--- src/rtl/maxpool1d_stream.sv ---
// Streaming 1-D max-pool stage.
//
// Consumes one signed DATA_W-bit word per accepted beat and reduces each
// non-overlapping window of POOL_K words to its maximum. A last_in beat closes
// the open window early (end of row). A one-entry output register with
// valid/ready handshaking lets the downstream stage stall.
//
// Ports:
//   clk, rst_n        clock (rising edge) and asynchronous active-low reset
//   valid_in/ready_in input handshake; ready_in = ~valid_out | ready_out
//   input_data        signed activation word
//   last_in           final word of a row, closes the current window
//   valid_out/ready_out output handshake
//   output_data       window maximum
//   last_out          result window was closed by last_in
//   count_out         words pooled into this result, 1..POOL_K
//
// POOL_K must lie in 1..255 so that cnt fits in 8 bits.
module maxpool1d_stream #(
  parameter int unsigned DATA_W = 32,
  parameter int unsigned POOL_K = 2
) (
  input  logic              clk,
  input  logic              rst_n,
  input  logic              valid_in,
  output logic              ready_in,
  input  logic [DATA_W-1:0] input_data,
  input  logic              last_in,
  output logic              valid_out,
  input  logic              ready_out,
  output logic [DATA_W-1:0] output_data,
  output logic              last_out,
  output logic [7:0]        count_out
);

  localparam logic [7:0] LastIdx = 8'(POOL_K - 1);

  logic [DATA_W-1:0] acc_q, acc_d;
  logic [7:0]        cnt_q, cnt_d;
  logic              valid_out_q, valid_out_d;
  logic [DATA_W-1:0] output_data_q, output_data_d;
  logic              last_out_q, last_out_d;
  logic [7:0]        count_out_q, count_out_d;

  logic              accept;
  logic              drain;
  logic              complete;
  logic [DATA_W-1:0] win_max;

  // Combinational path from ready_out: a full register can take a new result
  // in the same cycle it drains.
  assign ready_in = ~valid_out_q | ready_out;
  assign accept   = valid_in & ready_in;
  assign drain    = valid_out_q & ready_out;
  assign complete = accept & ((cnt_q == LastIdx) | last_in);

  always_comb begin
    win_max = acc_q;
    if (cnt_q == 8'd0) begin
      // First word of a window overwrites whatever acc held.
      win_max = input_data;
    end else if ($signed(input_data) > $signed(acc_q)) begin
      // Strict compare: a tie keeps the existing maximum.
      win_max = input_data;
    end
  end

  always_comb begin
    acc_d         = acc_q;
    cnt_d         = cnt_q;
    valid_out_d   = valid_out_q;
    output_data_d = output_data_q;
    last_out_d    = last_out_q;
    count_out_d   = count_out_q;

    if (drain) begin
      valid_out_d = 1'b0;
    end

    if (complete) begin
      // Loading a new result takes priority over the drain clear: no bubble.
      output_data_d = win_max;
      count_out_d   = cnt_q + 8'd1;
      last_out_d    = last_in;
      valid_out_d   = 1'b1;
      cnt_d         = 8'd0;
    end else if (accept) begin
      acc_d = win_max;
      cnt_d = cnt_q + 8'd1;
    end
  end

  always_ff @(posedge clk or negedge rst_n) begin
    if (!rst_n) begin
      acc_q         <= '0;
      cnt_q         <= '0;
      valid_out_q   <= 1'b0;
      output_data_q <= '0;
      last_out_q    <= 1'b0;
      count_out_q   <= '0;
    end else begin
      acc_q         <= acc_d;
      cnt_q         <= cnt_d;
      valid_out_q   <= valid_out_d;
      output_data_q <= output_data_d;
      last_out_q    <= last_out_d;
      count_out_q   <= count_out_d;
    end
  end

  assign valid_out   = valid_out_q;
  assign output_data = output_data_q;
  assign last_out    = last_out_q;
  assign count_out   = count_out_q;

endmodule

--- config.mk ---
export PLATFORM = sky130hd
export DESIGN_NAME = maxpool1d_stream
export DESIGN_NICKNAME = d
export VERILOG_FILES = /design/src/rtl/maxpool1d_stream.sv
export SDC_FILE = /design/constraint.sdc
export NUM_CORES = 1
export LEC_CHECK = 0
export ABC_AREA = 1
export CAP_MARGIN = 5
export CORE_AREA = 2 2 99 101
export CTS_CLUSTER_SIZE = 40
export DETAILED_ROUTE_END_ITERATION = 10
export DIE_AREA = 0 0 101 103
export GPL_TIMING_DRIVEN = 0
export HOLD_SLACK_MARGIN = 0.05
export PLACE_DENSITY = 0.8
export RECOVER_POWER = 25
export SLEW_MARGIN = 20
export SYNTH_ARGS = -nofsm -noshare
export SYNTH_HDL_FRONTEND = slang
export SYNTH_SLANG_ARGS = --single-unit
--- constraint.sdc ---
create_clock -name clk -period 2.2 [get_ports clk]
set_input_delay 0.44 -clock clk [delete_from_list [all_inputs] [get_ports clk]]
set_output_delay 0.44 -clock clk [all_outputs]
set_load 0.01 [all_outputs]
=== Word-level counts from Yosys, hierarchy flattened ===
Cells that the tools add are included.

* Reduce and logical (&&, ||, !) cells: 4
* Mux-type cells: 6
* $add $sub $neg: 1
* Magnitude comparators: 1
* Bitwise logic cells: 7
* Eq/ne operators: 1

{| class="wikitable"
|+ Operators with widths
! kind !! count
|-
| $mux W32 || 2
|-
| $gt A32 B32 Y1 || 1
|-
| $mux W8 || 2
|-
| $add A8 B1 Y8 const B || 1
|-
| $eq A8 B1 Y1 const B || 1
|-
| $logic_not A8 Y1 || 1
|-
| $reduce_bool A2 Y1 || 2
|-
| $and A1 B1 Y1 || 3
|-
| $mux W1 || 2
|-
| $not A1 Y1 || 2
|-
| $or A1 B1 Y1 || 2
|-
| $reduce_and A2 Y1 || 1
|}

* Output and inout port bits: 43
* Register bits: 82
* Bits of input ports: 37

=== Depth between registers and ports, before layout ===
Gate-level depths: netlist (run 1).

* Depth after elaboration: 6
* Gate-level depth with buffers: 20

=== Worst setup path after synthesis (run 1) ===
OpenSTA, ideal clock, no wires.

* Path type: in2reg
* From: in input_data[31]
* To: reg output_data_q[2] (netlist: output_data[2])
* Data arrival time: 1.912 ns
* Setup time: 0.118 ns
* Setup slack: 0.171 ns
* Required time: 2.082 ns
* Cell stages on the path: 13
* Path through: ha_1 nand2_1 nor2_2 nand2_2 nor4_4 nand2_1 nand3_1 nand3_4 nand2_8 buf_12 nand2_4 nand3_1 nand2_1

* Cells in the longest elaborated chain, start to end: 3

{| class="wikitable"
|+ RTL lines
! item !! line !! text
|-
| start: declaration || 27 || <nowiki>input logic [DATA_W-1:0] input_data,</nowiki>
|-
| $gt A32 B32 Y1 || 62 || <nowiki>end else if ($signed(input_data) > $signed(acc_q)) begin</nowiki>
|-
| $mux W32 || 62 ||
|-
| $mux W32 || 59 || <nowiki>if (cnt_q == 8'd0) begin</nowiki>
|-
| end signal: assignment || 105 || <nowiki>output_data_q <= output_data_d;</nowiki>
|-
| end: declaration || 41 || <nowiki>logic [DATA_W-1:0] output_data_q, output_data_d;</nowiki>
|}

No other way between the ends.
A chain may end at the register's enable or synchronous reset.

=== Worst setup path in the final report (run 1) ===
* From: reg acc_q[27]
* To: reg acc_q[27]

* Cells in the longest elaborated chain, start to end: 3

{| class="wikitable"
|+ RTL lines
! item !! line !! text
|-
| start: declaration || 38 || <nowiki>logic [DATA_W-1:0] acc_q, acc_d;</nowiki>
|-
| start signal: assignment || 95 || <nowiki>acc_q <= '0;</nowiki>
|-
| start signal: assignment || 102 || <nowiki>acc_q <= acc_d;</nowiki>
|-
| $gt A32 B32 Y1 || 62 ||
|-
| $mux W32 (*) || 62 ||
|-
| $mux W32 (*) || 59 ||
|}

Every way passes the cells marked *; elsewhere a longest branch is shown, timed or not.

==> flow_summary.yaml, run 1 <==
timing:
  setup_violations: 13
  hold_viol: 0
  worstMarginPinSlew_ns: 0.825
  finalCritPeriodShare: 1.03
  rsz0062_at_grt: "yes"
  setup_ws_ns: -0.0763
  slew_viol_final: 0
  fmaxAchievable_mhz: 439
  fin_hold_ws_ns: 0.476
  maxSlewHeadroom: 0.450
  min_period_ns: 2.28
  setup_tns_ns: -0.402
  finClkSkew_ns: 0.0153
logic_synthesis:
  synthCells: 607
  synth_area_um2: 4910
  avgSynthCellArea_um2: 8.09
  synth_cell_types: 29
  synth_mux_area_frac: 0
  synth_xor_area_frac: 0.0107
  synth_top_family_by_area: "simple AND/OR/NAND/NOR gates"
  synth-simple-area-share: 0.340
  synth_nets: 679
  synth-adder-area-share: 0.0891
  ys_seq_elements: 82
  ys_seq_area_frac: 0.418
  synth_compound_area_frac: 0.0425
  synth_warnings: 0
critical_path:
  critical_path_required_ns: 2.45
  reg2reg_slack_ns: -0.08
  startpoint_type: "flip-flop"
  crit_arrival_ns: 2.53
  crit_fanout: 6
  r2r_cells: 16
  crit_path_end_kind: "flip-flop"
  r2r_start: "acc_q[27]"
  path_class: "flip-flop to flip-flop"
  startpoint: "acc_q[27]"
  reg2reg_to: "acc_q[27]"
layout:
  instances_no_fill: 836
  drive_above_1_share: 0.270
  fin_area_um2: 6740
  nets: 789
  syn_to_final_growth_pct: 37.2
  antenna_cells: 0
clock_tree:
  cts_sinks: 82
  cts_tree: "built"
  cts_buffers: 9
  clkTransAtPathRegs_ns: 0.09
  ctsHtreeMaxLevel: 3
  cts_max_path_buffers: 2
  cts_root_buffer: "clkbuf_8"
  clk_latency_ns: 0.37
global_routing:
  grt_usage: 0.261
  grt_pass1_vias: 4654
  antenna_found_initial: 0
  grt_max_degree: 50
  grt_pass1_wl_um: 21400
  grt_overflow_total: 0
min_path:
  worstHoldEndpoint: "last_out"
  hp-start: "last_out"
  holdPathStages: 2
  worstHoldPathType: "flip-flop to flip-flop"
outcome:
  violations: "negative setup slack"
  status: "finished with violations"
power:
  clkPwrFrac: 0.132
  p_leak_nw: 3.37
  power.switching_w: 0.00389
  p_int_w: 0.00502
  p_sw_frac: 0.436
  power_density_nw_per_um2: 1320
  ir_worst_vdd_mv: 0.665
  combPwrFrac: 0.589
  p_seq_frac: 0.279
route:
  routed_wl_um: 13600
  via_count: 4582
  wl_per_cell_um: 16.2
  viasPerCell: 5.48
  antenna_left: 0
  detail_route.iter0.violations: 251
  drc: 0
  drt_pre_antenna_iters: 5
floorplanning:
  core_um2: 9460
  die_y_um: 103
  die_area_um2: 10400
  die_w_um: 101
  boundaryPins: 80
  initial_core_util: 0.519
  num_rows: 36
placement:
  place_congestion: 0.825
  port_buffers: 79
  dpl.cell_count: 801
  placed_cell_area_um2: 5870
  hpwl_um: 8670
run:
  drv_cap: 0
[repair_timing]
| action | 4_1_cts | 5_1_grt |
|---|---|---|
| cloned | 2 | 0 |
| pin swaps | 52 | 30 |
| resized for setup | 91 | 54 |
| hold buffers | 1 | 0 |
| setup endpoints to repair | 64 | 65 |
| endpoints found under the hold margin | 29 | 0 |
| buffers inserted | 9 | 8 |
[routing by layer]
metal,vias up,GRT usage,part of all wire,routed length (um)
met5,-,0,0,0
met4,0,0.119,0.033,450
met3,42,0.0488,0.058,790
met2,188,0.450,0.50,6840
met1,2210,0.321,0.40,5470
li1,2142,-,-,-
[power by group through the flow]
stage | combinational (W) | sequential [W] | clock (W)
final | 0.00525 | 0.00248 | 0.00118
after global routing | 0.00573 | 0.00254 | 0.00125
after CTS | 0.00485 | 0.00246 | 0.00118
after detailed placement | 0.00408 | 0.00247 | 0
after global placement | 0.00393 | 0.00245 | 0
after floorplan | 0.00255 | 0.00257 | 0
[sequential cells by signal, summed over array words and instances, names as in the netlist]
name,flops
last_out,1
count_out,8
cnt_q,8
output_data,32
acc_q,32
valid_out,1
[cell families after synthesis]
| logic type | Yosys count |
|---|---|
| AOI/OAI and AO/OA | 38 |
| and+or+nand+nor | 332 |
| DFF | 82 |
| buffers and inverters | 114 |
| xor gates and xnor gates | 6 |
| adders and majority gates | 35 |
[cell type report]
cell class | instances | area (um^2)
multi-input combinational | 411 | 2890
buffer | 24 | 163
sequential | 82 | 2050
inverter | 90 | 338
timing repair buffer | 99 | 943
tap | 114 | 143
clock inverter | 5 | 61.3
clock buffer | 11 | 151
fill | 683 | 2720
[worst max path at each step]
stage | end | cells past startpoint
2_1_floorplan | output_data[2] | 13
3_3_place_gp | acc_q[15] | 1
3_5_place_dp | output_data[22] | 14
4_1_cts | output_data[3] | 16
5_1_grt | acc_q[27] | 16
6_report | acc_q[27] | 16
[cells in the mapped netlist]
master / count / area share
a21o_1: 2 / 0.0031
a21oi_1: 15 / 0.015
buf_1: 2 / 0.0015
buf_12: 3 / 0.012
buf_2: 8 / 0.0081
buf_4: 1 / 0.0015
clkbuf_1: 10 / 0.0076
clkinv_1: 2 / 0.0015
dfrtp_1: 82 / 0.42
ha_1: 35 / 0.089
inv_1: 81 / 0.062
inv_2: 7 / 0.0053
nand2_1: 179 / 0.14
nand2_2: 3 / 0.0038
nand2_4: 30 / 0.069
nand2_8: 1 / 0.0041
nand3_1: 101 / 0.10
nand3_4: 1 / 0.0036
nand4_1: 3 / 0.0038
nor2_1: 9 / 0.0069
nor2_2: 1 / 0.0013
nor3_1: 2 / 0.0020
nor3_2: 1 / 0.0020
nor4_4: 1 / 0.0043
o21a_1: 2 / 0.0031
o21ai_0: 3 / 0.0031
o21ai_1: 9 / 0.0092
o22ai_1: 7 / 0.0089
xor2_1: 6 / 0.011
[critical path, stage by stage (launching register included)]
cell     delay, ns
dfrtp_1       0.42
inv_2         0.09
ha_4          0.21
a21oi_1       0.15
o21ai_1       0.10
nand2_1       0.07
nand2_1       0.06
a21oi_2       0.18
nand2_2       0.08
nand2_2       0.08
nand3_4       0.13
nand2_8       0.14
buf_12        0.12
buf_16        0.13
nand2_4       0.06
nand3_2       0.06
nand2_1       0.08
[layout by cell type (no fill, tap or decap), types with 5 or more instances in the layout]
master and instances:
inv_1 63, buf_12 5, nand3_2 39, o21ai_1 10, nor2_1 6, buf_2 6, inv_2 25, nand2_2 15
clkbuf_8 11, xor2_1 6, a21oi_2 6, dfrtp_1 82, a21oi_1 9, ha_1 15, nand3_1 62, o22ai_1 7
nand2_4 32, ha_4 19, clkbuf_1 9, nand2_1 165, dlygate4sd2_1 32, clkdlybuf4s50_1 46, buf_4 17
[through the flow]
step / util / setup WS, ns / total power (W)
final: 0.713 / -0.0763 / 0.00891
after floorplan: - / 0.171 / 0.00512
after detailed placement: 0.621 / -0.613 / 0.00655
after global routing: 0.713 / -0.218 / 0.00952
after global placement: 0.618 / -2.23 / 0.00637
after CTS: 0.688 / -0.0270 / 0.00848
Power figures use the tool's default switching activity.
==> inputs of run 2 (changes only) <==
==> constraint.sdc (replaced) <==
create_clock -name clk -period 2.5 [get_ports clk]
set_input_delay 0.5 -clock clk [delete_from_list [all_inputs] [get_ports clk]]
set_output_delay 0.5 -clock clk [all_outputs]
set_load 0.01 [all_outputs]
==> run 2 against run 1 <==
Combinational power fell by 23%. Wire length fell by 8.6%. Setup slack improved by 0.13 ns. Clock power fell by 13%. Non-clock buffer count fell by 14. Die area did not move. The flow finishes with violations (max-capacitance violations, max-slew violations). Via count fell by 4.8%. Register-to-register slack improved by 0.31 ns. Clock skew fell by 0.0018 ns. First-iteration DRC count fell by 31%. Cell count fell by 1.7%.
==> flow_summary.yaml, run 2 (same netlist as run 1, synthesis figures left out) <==
power:
  p_total_w: 0.00725
  ir_worst_vdd_mv: 0.577
  p_leak_nw: 3.31
  power_density_nw_per_um2: 1140
min_path:
  holdPathStages: 2
  worstHoldPathType: "flip-flop to flip-flop"
route:
  viasPerCell: 5.31
  via_count: 4362
  antenna_left: 0
  wl_per_cell_um: 15.1
  routed_wl_um: 12400
  drt_pre_antenna_iters: 5
  drc: 0
  detail_route.iter0.violations: 174
floorplanning:
  core_um2: 9460
  die_area_um2: 10400
  die_w_um: 101
  num_rows: 36
  initial_core_util: 0.519
  die_y_um: 103
  boundaryPins: 80
critical_path:
  crit_path_max_incr_delay_ns: 0.48
  path_class: "input pin to flip-flop"
  startpoint_type: "input pin"
  cpLargestDelayFamily: "simple AND/OR/NAND/NOR gates"
  crit_chain: "clkdlybuf4s50_1 > ha_1 > nand4_1 > nor4_4 > nand2_2 > nand3_2 > nand3_4 > nand2_8 > buf_12 > nand2_4 > nand3_1 > nand2_1"
  critPathSlowestCell: "clkdlybuf4s50_1"
  cp.depth: 12
  path_buf_inv: 2
  crit_path_end_kind: "flip-flop"
  r2r_cells: 15
  critical_path_required_ns: 2.75
  crit_arrival_ns: 2.69
  crit_fanout: 8
global_routing:
  grt-busiest-layer: "met2"
  grt_usage: 0.240
  grt.met2_usage: 0.419
  grt_pass1_vias: 4421
  grt_overflow_total: 0
  grt_max_degree: 50
  antenna_found_initial: 0
  grt_pass1_wl_um: 19800
  grtUsageMet1: 0.297
  grt_use_met3: 0.0447
timing:
  setup_violations: 0
  min_period_ns: 2.44
  fmaxAchievable_mhz: 409
  finClkSkew_ns: 0.0135
  hold_viol: 0
  slew_viol_final: 34
  fin_hold_ws_ns: 0.476
  finalCritPeriodShare: 0.977
  worstMarginPinSlew_ns: 1.92
  maxSlewHeadroom: -0.277
layout:
  fin_area_um2: 6360
  layout_common_cells: "nand2_1 (175), nand3_1 (99), dfrtp_1 (82)"
  drive_above_1_share: 0.143
  instances_no_fill: 822
  nets: 775
  layout_commonest_cell: "nand2_1"
  antenna_cells: 0
  final_util: 0.672
  syn_to_final_growth_pct: 29.5
clock_tree:
  cts_tree: "built"
  cts_max_path_buffers: 2
  clkTransAtPathRegs_ns: 0.09
  ctsHtreeMaxLevel: 3
  cts_root_buffer: "clkbuf_8"
  clk_latency_ns: 0.37
  cts_buffers: 9
  cts_sinks: 82
outcome:
  status: "finished with violations"
  violations: "max-capacitance violations, max-slew violations"
placement:
  port_buffers: 79
  placed_cell_area_um2: 5870
  dpl.cell_count: 801
  place_congestion: 0.825
  hpwl_um: 8670
run:
  drv_cap: 1
==> run 2: changes by cell type in the layout (fill, tap and decap cells not counted), sizes merged <==
cell           change
clkdlybuf4s50     +23
dlygate4sd2       -32
buf               -15
dlymetal6s2s       +9
dlygate4sd3        -1
clkbuf             +2
==> run 2: cell type report <==
class / count / area, um^2
Fill cell: 738 / 3100
Buffer: 24 / 169
Multi-Input combinational cell: 411 / 2520
Inverter: 90 / 338
Timing Repair Buffer: 85 / 925
Clock inverter: 5 / 61.3
Sequential cell: 82 / 2050
Tap cell: 114 / 143
Clock buffer: 11 / 151
==> run 2: worst paths after layout <==
check / startpoint / to / slack (ns)
setup / recovery: input_data[16] / output_data[17] / 0.06
hold / removal: last_out / last_out / 0.48
setup reg to reg: acc_q[15] / output_data[17] / 0.23
hold reg to reg: last_out / last_out / 0.48
max in group asynchronous: rst_n / output_data[16] / 0.73
min in group asynchronous: rst_n / count_out[3] / 0.65
==> run 2: repair_timing <==
action / 4_1_cts / 5_1_grt
setup endpoints to repair: 0 / 64
hold buffers: 0 / 0
buffers inserted: 0 / 2
gates resized for setup: 0 / 38
==> run 2: power breakdown <==
| part | internal (W) | switching, W |
|---|---|---|
| Clock | 0.000522 | 0.000508 |
| Combinational | 0.00180 | 0.00226 |
| Sequential | 0.00186 | 0.000300 |
| Total | 0.00418 | 0.00307 |
==> run 2: stage by stage <==
step | setup WS, ns | setup TNS, ns
after floorplan | 0.411 | 0
after global placement | -1.99 | -181.27
after detailed placement | -0.373 | -20.07
after CTS | 0.00984 | 0
after global routing | -0.0350 | -0.284
final | 0.0578 | 0
==> run 2: worst reg2reg max path: stages, from the launching register on <==
cell and delay (ns):
dfrtp_1 0.39, inv_1 0.12, ha_4 0.22, a21oi_1 0.14, o21ai_0 0.12, a21oi_1 0.15
nand2_1 0.10, nand2_2 0.09, nand2_2 0.06, nand2_2 0.07, nand3_4 0.15, nand2_8 0.19
buf_12 0.16, nand2_4 0.05, nand3_1 0.09, nand2_1 0.06
==> run 2: metal layers <==
metal  up-vias  share of wire
li1       2114              -
met1      2101           0.42
met2       129           0.51
met3        18          0.047
met4         0          0.016
met5         -              0
==> inputs of run 3 (changes only) <==
--- a/config.mk
+++ b/config.mk
@@ -6,7 +6,7 @@
 export NUM_CORES = 1
 export LEC_CHECK = 0
 export ABC_AREA = 1
-export CAP_MARGIN = 5
+export CAP_MARGIN = 20
 export CORE_AREA = 2 2 99 101
 export CTS_CLUSTER_SIZE = 40
 export DETAILED_ROUTE_END_ITERATION = 10
==> results of run 3 <==
The final DEF is identical to that of run 2; final timing and power are the same.
